==> src/rtl/cpu_pkg.sv <==
`default_nettype none
// ============================================================================
//  Module      : cpu_pkg
//  Description : Shared constants and types for the pipeline hazard
//                controller: forwarding mux encodings, divider sequencer
//                state encoding, default GPR index width and a small helper
//                that resolves M-over-W forwarding priority.
//  Revision    : 1.0 - initial release
// ============================================================================
package cpu_pkg;

    localparam int RA_W = 5;

    localparam logic [1:0] FWD_NONE = 2'b00;
    localparam logic [1:0] FWD_W    = 2'b01;
    localparam logic [1:0] FWD_M    = 2'b10;

    typedef enum logic [0:0] {
        RUN = 1'b0,
        DIV = 1'b1
    } div_state_t;

    // The younger producer (M) always holds the newest value, so it wins.
    function automatic logic [1:0] fwd_sel(input logic m_hit, input logic w_hit);
        if (m_hit)
            return FWD_M;
        else if (w_hit)
            return FWD_W;
        else
            return FWD_NONE;
    endfunction

endpackage
`default_nettype wire

==> src/rtl/div_seq.sv <==
`default_nettype none
// ============================================================================
//  Module      : div_seq
//  Description : Multi-cycle divide sequencer. Holds the front of the pipe
//                for exactly DIV_CYCLES cycles per divide (longer only when
//                frozen by a data-SRAM wait). An exception cancels at once.
//  Ports       : clk, resetn (async, active low)
//                start  - E stage holds div/divu
//                freeze - memory wait; counter holds its value
//                cancel - exception in M; abort any divide in flight
//                busy   - sequencer is in its DIV state
//                stall  - divide stall request (launch cycle included)
//  Revision    : 1.0 - initial release
// ============================================================================
module div_seq
    import cpu_pkg::*;
#(
    parameter int DIV_CYCLES = 32
) (
    input  logic clk,
    input  logic resetn,
    input  logic start,
    input  logic freeze,
    input  logic cancel,
    output logic busy,
    output logic stall
);

    localparam int              CNT_W    = $clog2(DIV_CYCLES);
    localparam logic [CNT_W-1:0] CNT_LOAD = CNT_W'(DIV_CYCLES - 1);

    div_state_t       r_state;
    logic [CNT_W-1:0] r_cnt;
    logic             w_launch;

    // The launch cycle itself counts as the first stall cycle, so the counter
    // is loaded with DIV_CYCLES-1 and the last DIV cycle is the one with cnt==1.
    assign w_launch = (r_state == RUN) && start && !freeze && !cancel;

    always_ff @(posedge clk or negedge resetn) begin
        if (!resetn) begin
            r_state <= RUN;
            r_cnt   <= '0;
        end else begin
            case (r_state)
                RUN: begin
                    if (w_launch) begin
                        r_cnt   <= CNT_LOAD;
                        r_state <= DIV;
                    end
                end
                DIV: begin
                    if (cancel) begin
                        r_cnt   <= '0;
                        r_state <= RUN;
                    end else if (!freeze) begin
                        if (r_cnt <= CNT_W'(1)) begin
                            r_cnt   <= '0;
                            r_state <= RUN;
                        end else begin
                            r_cnt <= r_cnt - CNT_W'(1);
                        end
                    end
                end
                default: begin
                    r_cnt   <= '0;
                    r_state <= RUN;
                end
            endcase
        end
    end

    assign busy  = (r_state == DIV);
    assign stall = w_launch | busy;

endmodule
`default_nettype wire

==> src/rtl/pipe_hazard_ctrl.sv <==
`default_nettype none
// ============================================================================
//  Module      : pipe_hazard_ctrl
//  Description : Hazard, stall, flush and forwarding control for the 5-stage
//                F/D/E/M/W pipeline. Resolves GPR and HI/LO forwarding,
//                load-use and branch/jump operand stalls, divide sequencing,
//                data-SRAM waits and precise exception flush.
//  Ports       : clk, resetn (async, active low)
//                D/E/M/W register ids, write enables, load/hilo/div/mem/exc
//                qualifiers in; forwarding selects, per-stage stall/flush,
//                div_busy, div_cancel, exc_redirect out.
//                Priority: excM > mem wait > divide > data hazard.
//  Revision    : 1.0 - initial release
// ============================================================================
module pipe_hazard_ctrl #(
    parameter int RA_W       = cpu_pkg::RA_W,
    parameter int DIV_CYCLES = 32
) (
    input  logic            clk,
    input  logic            resetn,
    input  logic [RA_W-1:0] rsD,
    input  logic [RA_W-1:0] rtD,
    input  logic            rs_useD,
    input  logic            rt_useD,
    input  logic            branchD,
    input  logic            jumpD,
    input  logic [RA_W-1:0] rsE,
    input  logic [RA_W-1:0] rtE,
    input  logic [RA_W-1:0] write_regE,
    input  logic [RA_W-1:0] write_regM,
    input  logic [RA_W-1:0] write_regW,
    input  logic            reg_write_enE,
    input  logic            reg_write_enM,
    input  logic            reg_write_enW,
    input  logic            mem_to_regE,
    input  logic            mem_to_regM,
    input  logic            hilo_readE,
    input  logic            hilo_write_enM,
    input  logic            hilo_write_enW,
    input  logic            div_startE,
    input  logic            mem_reqM,
    input  logic            mem_data_okM,
    input  logic            excM,
    output logic [1:0]      forwardAE,
    output logic [1:0]      forwardBE,
    output logic            forwardAD,
    output logic            forwardBD,
    output logic [1:0]      forward_hiloE,
    output logic            stallF,
    output logic            stallD,
    output logic            stallE,
    output logic            stallM,
    output logic            stallW,
    output logic            flushD,
    output logic            flushE,
    output logic            flushM,
    output logic            flushW,
    output logic            div_busy,
    output logic            div_cancel,
    output logic            exc_redirect
);

    import cpu_pkg::*;

    logic w_mstall, w_divstall, w_dstall;
    logic w_lwstall, w_brstall, w_jstall;
    logic w_rs_hitE, w_rt_hitE, w_rs_hitM, w_rt_hitM;
    logic w_seq_busy, w_seq_stall;

    // D-stage source compared against E/M destinations; $0 never hazards.
    assign w_rs_hitE = rs_useD && (write_regE != '0) && (rsD == write_regE);
    assign w_rt_hitE = rt_useD && (write_regE != '0) && (rtD == write_regE);
    assign w_rs_hitM = rs_useD && (write_regM != '0) && (rsD == write_regM);
    assign w_rt_hitM = rt_useD && (write_regM != '0) && (rtD == write_regM);

    assign w_lwstall = mem_to_regE && reg_write_enE && (w_rs_hitE || w_rt_hitE);
    assign w_brstall = branchD && ((reg_write_enE && (w_rs_hitE || w_rt_hitE)) ||
                                   (mem_to_regM && (w_rs_hitM || w_rt_hitM)));
    // jr/jalr read rs only, so an rt match must not hold the jump.
    assign w_jstall  = jumpD && ((reg_write_enE && (write_regE != '0) && (rsD == write_regE)) ||
                                 (mem_to_regM && (write_regM != '0) && (rsD == write_regM)));
    assign w_dstall  = w_lwstall | w_brstall | w_jstall;

    assign w_mstall  = mem_reqM && !mem_data_okM;

    div_seq #(
        .DIV_CYCLES (DIV_CYCLES)
    ) u_div_seq (
        .clk    (clk),
        .resetn (resetn),
        .start  (div_startE),
        .freeze (w_mstall),
        .cancel (excM),
        .busy   (w_seq_busy),
        .stall  (w_seq_stall)
    );

    assign w_divstall = w_seq_stall;

    always_comb begin
        forwardAE     = FWD_NONE;
        forwardBE     = FWD_NONE;
        forwardAD     = 1'b0;
        forwardBD     = 1'b0;
        forward_hiloE = FWD_NONE;
        stallF        = 1'b0;
        stallD        = 1'b0;
        stallE        = 1'b0;
        stallM        = 1'b0;
        stallW        = 1'b0;
        flushD        = 1'b0;
        flushE        = 1'b0;
        flushM        = 1'b0;
        flushW        = 1'b0;
        div_busy      = 1'b0;
        div_cancel    = 1'b0;
        exc_redirect  = 1'b0;
        if (resetn) begin
            forwardAE = fwd_sel((rsE != '0) && reg_write_enM && (rsE == write_regM),
                                (rsE != '0) && reg_write_enW && (rsE == write_regW));
            forwardBE = fwd_sel((rtE != '0) && reg_write_enM && (rtE == write_regM),
                                (rtE != '0) && reg_write_enW && (rtE == write_regW));
            forwardAD = (rsD != '0) && (rsD == write_regM) && reg_write_enM;
            forwardBD = (rtD != '0) && (rtD == write_regM) && reg_write_enM;
            forward_hiloE = fwd_sel(hilo_readE && hilo_write_enM,
                                    hilo_readE && hilo_write_enW);
            div_busy  = w_seq_busy;

            if (excM) begin
                flushD       = 1'b1;
                flushE       = 1'b1;
                flushM       = 1'b1;
                flushW       = 1'b1;
                exc_redirect = 1'b1;
                div_cancel   = w_seq_busy;
            end else if (w_mstall) begin
                // M waits on the SRAM; W gets a bubble so it does not retire twice.
                stallF = 1'b1;
                stallD = 1'b1;
                stallE = 1'b1;
                stallM = 1'b1;
                flushW = 1'b1;
            end else if (w_divstall) begin
                stallF = 1'b1;
                stallD = 1'b1;
                stallE = 1'b1;
                flushM = 1'b1;
            end else if (w_dstall) begin
                stallF = 1'b1;
                stallD = 1'b1;
                flushE = 1'b1;
            end
        end
    end

endmodule
`default_nettype wire
==> config.mk <==
export PLATFORM = sky130hd
export DESIGN_NAME = pipe_hazard_ctrl
export DESIGN_NICKNAME = d
export VERILOG_FILES = /design/src/rtl/cpu_pkg.sv /design/src/rtl/div_seq.sv /design/src/rtl/pipe_hazard_ctrl.sv
export SDC_FILE = /design/constraint.sdc
export NUM_CORES = 1
export LEC_CHECK = 0
export BUFFER_PORTS_ARGS = -buffer_cell sky130_fd_sc_hd__buf_4
export CORE_MARGIN = 3
export CORE_UTILIZATION = 42
export DETAILED_ROUTE_END_ITERATION = 8
export PLACE_DENSITY_LB_ADDON = 0.25
export SYNTH_ARGS = -nofsm -noshare
export SYNTH_HDL_FRONTEND = slang
export SYNTH_SLANG_ARGS = --single-unit
==> constraint.sdc <==
create_clock -name clk -period 1.7 [get_ports clk]
set_input_delay 0.085 -clock clk [delete_from_list [all_inputs] [get_ports clk]]
set_output_delay 0.085 -clock clk [all_outputs]
set_load 0.01 [all_outputs]
Word-level counts from Yosys, hierarchy flattened
Index checks and enable logic that the tools add are counted.
- bits in registers: 6
- output and inout port bits: 20
- word-level logic and storage cells: 115
- $add $sub $neg: 1
- $lt $le $gt $ge: 1
- equality and inequality tests: 10
- multiplexer cells: 47
- bitwise logic cells: 4
- reduce and logical (&&, ||, !) cells: 50
- operators with widths (kind ; count):
    $eq A5 B5 Y1 ; 8
    $logic_and A1 B1 Y1 ; 36
    $mux W1 ; 35
    $reduce_bool A5 Y1 ; 6
    $mux W5 ; 4
    $mux W2 ; 6
    $pmux W5 S2 ; 1
    $le A5 B1 Y1 const B ; 1
    $sub A5 B1 Y5 const B ; 1
    $logic_or A1 B1 Y1 ; 4
    $logic_not A1 Y1 ; 3
    $ne A3 B3 Y1 const B ; 1
    $or A1 B1 Y1 ; 3
    $ne A2 B1 Y1 const B ; 1
    $pmux W1 S2 ; 1
    $reduce_and A2 Y1 ; 1
    $not A1 Y1 ; 1

Longest topological paths before layout
- depth after elaboration: 14
- depth in mapped cells: 8

Cells and area by module
From an unflattened synthesis, not the netlist that was laid out.
- cells, all modules: 150
- area, all modules: 1133.6 µm²
- by module, submodules not included (module ; times used ; cells each ; area each (µm²) ; seq. area each (µm²)):
    pipe_hazard_ctrl ; 1 ; 106 ; 753.2 ; 0.0
    div_seq ; 1 ; 44 ; 380.4 ; 150.1

Worst setup path before layout
Ideal clock, no wire load.
- kind: input to output
- from: in write_regM[3]
- to: out stallF
- data arrival time: 1471 ps
- setup slack: 144 ps
- stages on the path: 8
- buffers on the path: 2
- path through: buf_2 -> xnor2_1 -> nand3_1 -> nor3_1 -> a32o_1 -> nand3_1 -> a31oi_1 -> buf_4
- longest elaborated chain between the ends: 14
- elaborated cells between the ends (all ways): 22
- classes of those cells: eq/ne: 2; mux: 5; bitwise: 2; reduce/logical: 13
- ends and longest elaborated chain (what ; RTL line ; RTL):
    start: declaration ; pipe_hazard_ctrl.sv:30 ; input logic [RA_W-1:0] write_regM,
    $reduce_bool A5 Y1 ; pipe_hazard_ctrl.sv:73, pipe_hazard_ctrl.sv:74, pipe_hazard_ctrl.sv:81 ;
    $logic_and A1 B1 Y1, on equally long branches (2 in series) ; pipe_hazard_ctrl.sv:73, pipe_hazard_ctrl.sv:74 ;
    $logic_or A1 B1 Y1 ; pipe_hazard_ctrl.sv:78 ; (mem_to_regM && (w_rs_hitM || w_rt_hitM)));
    $logic_and A1 B1 Y1 ; pipe_hazard_ctrl.sv:78 ;
    $logic_or A1 B1 Y1 ; pipe_hazard_ctrl.sv:77 ; assign w_brstall = branchD && ((reg_write_enE && (w_rs_hitE || w_rt_hitE)) ||
    $logic_and A1 B1 Y1 ; pipe_hazard_ctrl.sv:77 ;
    $or A1 B1 Y1 ; pipe_hazard_ctrl.sv:82 ; assign w_dstall = w_lwstall | w_brstall | w_jstall;
    $or A1 B1 Y1 (*) ; pipe_hazard_ctrl.sv:82 ;
    $mux W1 (*) (5 in series) ; - ;
    end: declaration ; pipe_hazard_ctrl.sv:49 ; output logic stallF,
Mark *: on every way between the ends. The rest lies on a longest branch, timed or not.

Final worst setup path
- from: in resetn
- to: out forwardAE[0]
- longest elaborated chain between the ends: 1
- ends and longest elaborated chain (what ; RTL line ; RTL):
    start: declaration ; pipe_hazard_ctrl.sv:20 ; input logic resetn,
    $mux W2 ; pipe_hazard_ctrl.sv:118 ; if (resetn) begin
    end: declaration ; pipe_hazard_ctrl.sv:44 ; output logic [1:0] forwardAE,
Every way passes these cells.

==> impl.org <==
** Detailed routing
- Total wirelength of the detailed-routed design :: 3310 um
- Final routed wire length divided by cell count :: 13.7 um
- After the first detailed-routing iteration, the DRC count stood at 36.
- In the routed design, unresolved DRC markers number 0.
- Total number of vias :: 1343
- Number of nets with antenna violations after routing :: 0
- The first detailed-routing pass took 4 iterations.
- After detailed routing, the number of vias per cell comes to 5.57.

** Die
- Horizontal extent of the die :: 57.3 um
- Starting density of the core :: 46.8%
- During I/O placement, the number of pins put on the boundary was 73.
- Vertical die dimension :: 57.3 um
- The floorplan step defined a die boundary enclosing 0.00329 mm^2.
- The initialized floorplan defines 17 standard-cell rows.
- Core Area :: 0.00236 mm^2

** Run status
- Status :: complete, no violations

** Clock tree
- Post-CTS setup buffers :: 0
- In this run the clock root is driven by a sky130_fd_sc_hd__clkbuf_4.
- Clock tree from TritonCTS :: yes
- The longest clock path from root to sink contains 2 buffers.
- CTS Buf Count :: 3
- Clk pin slew, worst setup/hold paths :: 0.05 ns
- The clock drives 6 sinks.
- Clock network latency to the later pin of the worst-skew pair :: 0.25 ns
- CTS built an H-tree with a depth of 1.

** Power
- Summing internal, switching and leakage power gives 0.000769 W.
- Net switching is 37.9% of the power.
- Internal power comes to 0.000478 W.
- For this design the total switching power over the nets is 0.000291 W.
- Total power density per cell area :: 461 mW/mm^2
- In this run, the clock network consumes 17.7% of the power.
- The analysis attributes to cell leakage a power of 0.759 nW.
- Per report_power, the sequential group accounts for 27.1% of the total.
- VDD sags by at most 0.000520 V.
- Relative contribution of combinational cells to total power :: 55.2%

** Global route
- Global routing used 36.4% of the available met2 tracks.
- Largest net degree at the start of global routing :: 21
- Via count of the first global-routing pass :: 1285
- The first global-routing pass estimated 5350 um of wire.
- Global routing used 20.0% of the available tracks.
- Initial antenna violation count :: 0
- Busiest layer in global routing :: met2
- Met1 track demand over resource in global routing :: 23.4%
- Final global-route overflow total :: 0
- Met3 track demand over resource :: 5.20%

** Logic synthesis
- The synthesized design contains 0 enable-type register cells.
- Combined area of all synthesized cells :: 0.00111 mm^2
- Predominant post-synthesis flop cell :: sky130_fd_sc_hd__dfrtp_1
- Gate count of the mapped netlist :: 146
- Synthesis inferred 6 register bits.
- In the synthesized netlist the async set-or-reset flop fraction comes to 100%.
- Counting every net in the synthesized netlist gives 201.
- Number of different library cells in the post-synthesis netlist :: 36
- Part of the Yosys area used for sequential elements :: 13.6%
- Average instance area after synthesis :: 7.58 um^2
- Yosys warnings :: 0

** Timing
- Max-slew violations :: 0
- Slew Limit Headroom :: 61.5%
- Setup repair after global routing left no endpoint under its margin.
- Number of endpoints failing setup at the final stage :: 0
- Final hold violations :: 0
- Derived from the worst setup path, the maximum achievable clock frequency is 0.618 GHz.
- For the finished layout, the period the worst path requires is 1.62 ns.
- Setup TNS :: 0 ns
- Clock Skew :: 0.0106 ns
- Slew at the pin closest to its max-slew limit :: 0.571 ns
- After layout, the worst path uses 95.1% of the clock period.

** Critical path
- Maximum fanout along the worst path :: 20
- Category of the worst setup path capture point :: primary output
- For the worst setup path, the data required time is 1.62 ns.
- For the worst setup path, the data arrival time is 1.53 ns.
- Slowest Stage Delay on Critical Path :: 0.54 ns
- Critical Path Slowest Stage Cell :: sky130_fd_sc_hd__dlygate4sd3_1
- Worst Setup Path Type :: in -> out
- Traced cell by cell, the critical path runs through dlygate4sd3_1 -> buf_6 -> and2_1 -> o221ai_1 -> nor4_1 -> buf_4.
- STA classifies the critical path startpoint as an input port.

** Min path
- Class of the tightest hold or removal check :: in -> reg

** Placed design
- Buffers placed on the I/O ports in this run total 71.
- The HPWL after detailed placement is 2810 um.
- Gpl congestion :: 0.885

** Final layout
- Net total in the final layout :: 270
- Area growth from synthesis to layout :: 50.7%
- In the final layout, the share of cells above drive strength 1 is 36.2%.
- Number of antenna repair diodes :: 0

** Job
- Max-cap violation count :: 0
[cells in the final DEF, fill, tap and decap left out, types with 5 or more instances in the layout]
master / instances
sky130_fd_sc_hd__and2_1: 5
sky130_fd_sc_hd__buf_4: 72
sky130_fd_sc_hd__nor2_1: 10
sky130_fd_sc_hd__nor3_1: 7
sky130_fd_sc_hd__nor4_1: 5
sky130_fd_sc_hd__inv_1: 7
sky130_fd_sc_hd__xor2_1: 19
sky130_fd_sc_hd__o21ai_0: 5
sky130_fd_sc_hd__or4_1: 6
sky130_fd_sc_hd__xnor2_1: 19
sky130_fd_sc_hd__a21oi_1: 6
sky130_fd_sc_hd__dfrtp_1: 6
[worst max-delay path: cells and delay by family]
| family | cells | cell delay, ns |
|---|---|---|
| buffers and inverters | 3 | 0.90 |
| AND/OR/NAND/NOR | 2 | 0.44 |
| AO/OA/AOI/OAI | 1 | 0.11 |
[flip-flops by register name (all words and copies together) (netlist names)]
name	flops
u_div_seq.r_cnt	5
u_div_seq.busy	1
[per-layer routing]
metal  part of all wire [%]  vias to the layer above
li1                       -                      661
met1                     41                      596
met2                     47                       82
met3                     11                        4
met4                    1.3                        0
met5                      0                        -
[worst paths after layout]
| check | slack [ns] | depth (start not counted) | to | from |
|---|---|---|---|---|
| worst max-delay path | 0.08 | 6 | forwardAE[0] | resetn |
| worst min-delay path | 0.04 | 2 | u_div_seq.busy | excM |
| worst max register to register | 0.16 | 5 | u_div_seq.r_cnt[1] | u_div_seq.r_cnt[2] |
| worst min register to register | 0.54 | 1 | u_div_seq.r_cnt[3] | u_div_seq.r_cnt[3] |
| max in group asynchronous | 1.33 | 2 | u_div_seq.r_cnt[1] | resetn |
| min in group asynchronous | 0.21 | 2 | u_div_seq.r_cnt[3] | resetn |
[power groups by stage]
stage	registers [W]	logic, W	clock network [W]
after floorplan	0.000199	0.000237	0
after global placement	0.000206	0.000406	0
after detailed placement	0.000209	0.000421	0
after CTS	0.000207	0.000424	0.000141
after global routing	0.000213	0.000471	0.000161
final	0.000208	0.000425	0.000136
[layout make-up]
class	instances	area [um^2]
Sequential cell	6	150
Clock buffer	3	22.5
Multi-Input combinational cell	123	871
Inverter	7	26.3
Fill cell	186	694
Tap cell	28	35.0
Timing Repair Buffer	74	562
[synthesized netlist by cell type, drive strengths merged, types with 2 or more instances]
| library cell | count | area share, % |
|---|---|---|
| a21boi | 3 | 2.0 |
| a21oi | 6 | 2.7 |
| a221oi | 2 | 1.6 |
| a311oi | 3 | 2.4 |
| a31oi | 3 | 1.7 |
| and2 | 5 | 2.8 |
| and3 | 2 | 1.1 |
| buf | 6 | 4.0 |
| clkbuf | 4 | 1.4 |
| dfrtp | 6 | 14 |
| ha | 2 | 2.3 |
| inv | 7 | 2.4 |
| nand2 | 3 | 1.0 |
| nand3 | 4 | 1.8 |
| nand4 | 4 | 2.3 |
| nor2 | 10 | 3.4 |
| nor3 | 7 | 3.2 |
| nor4 | 5 | 2.8 |
| o2111ai | 3 | 2.4 |
| o21a | 3 | 2.0 |
| o21ai | 5 | 2.3 |
| or4 | 6 | 4.1 |
| xnor2 | 19 | 15 |
| xor2 | 19 | 15 |
[cells by family after synthesis]
family | after synthesis | share of synthesized area, %
adders and majority gates | 2 | 2.26
DFF | 6 | 13.6
other | 1 | 0.339
and+or+nand+nor | 49 | 24.5
muxes | 1 | 1.02
xor gates and xnor gates | 38 | 30.1
buffers and inverters | 17 | 7.69
AOI/OAI and AO/OA | 32 | 20.5
[stage by stage]
stage	hold slack [ns]	setup WS [ns]	cell area, um^2	utilization (%)	std cells
floorplan	-0.211	0.144	1110	-	146
global placement	-0.0562	0.178	1630	69.1	237
detailed placement	-0.0502	0.114	1630	69.1	237
CTS	0.0314	0.0311	1660	70.4	241
global route	0.0209	0.00914	1670	70.6	241
finish	0.0368	0.0827	1670	70.6	241
[timing repair]
action,in CTS,in global routing
hold buffers,1,0
endpoints found under the setup margin,0,2
resized for setup,0,1
hold endpoints to repair,6,0
(Power assumes the default switching activity.)
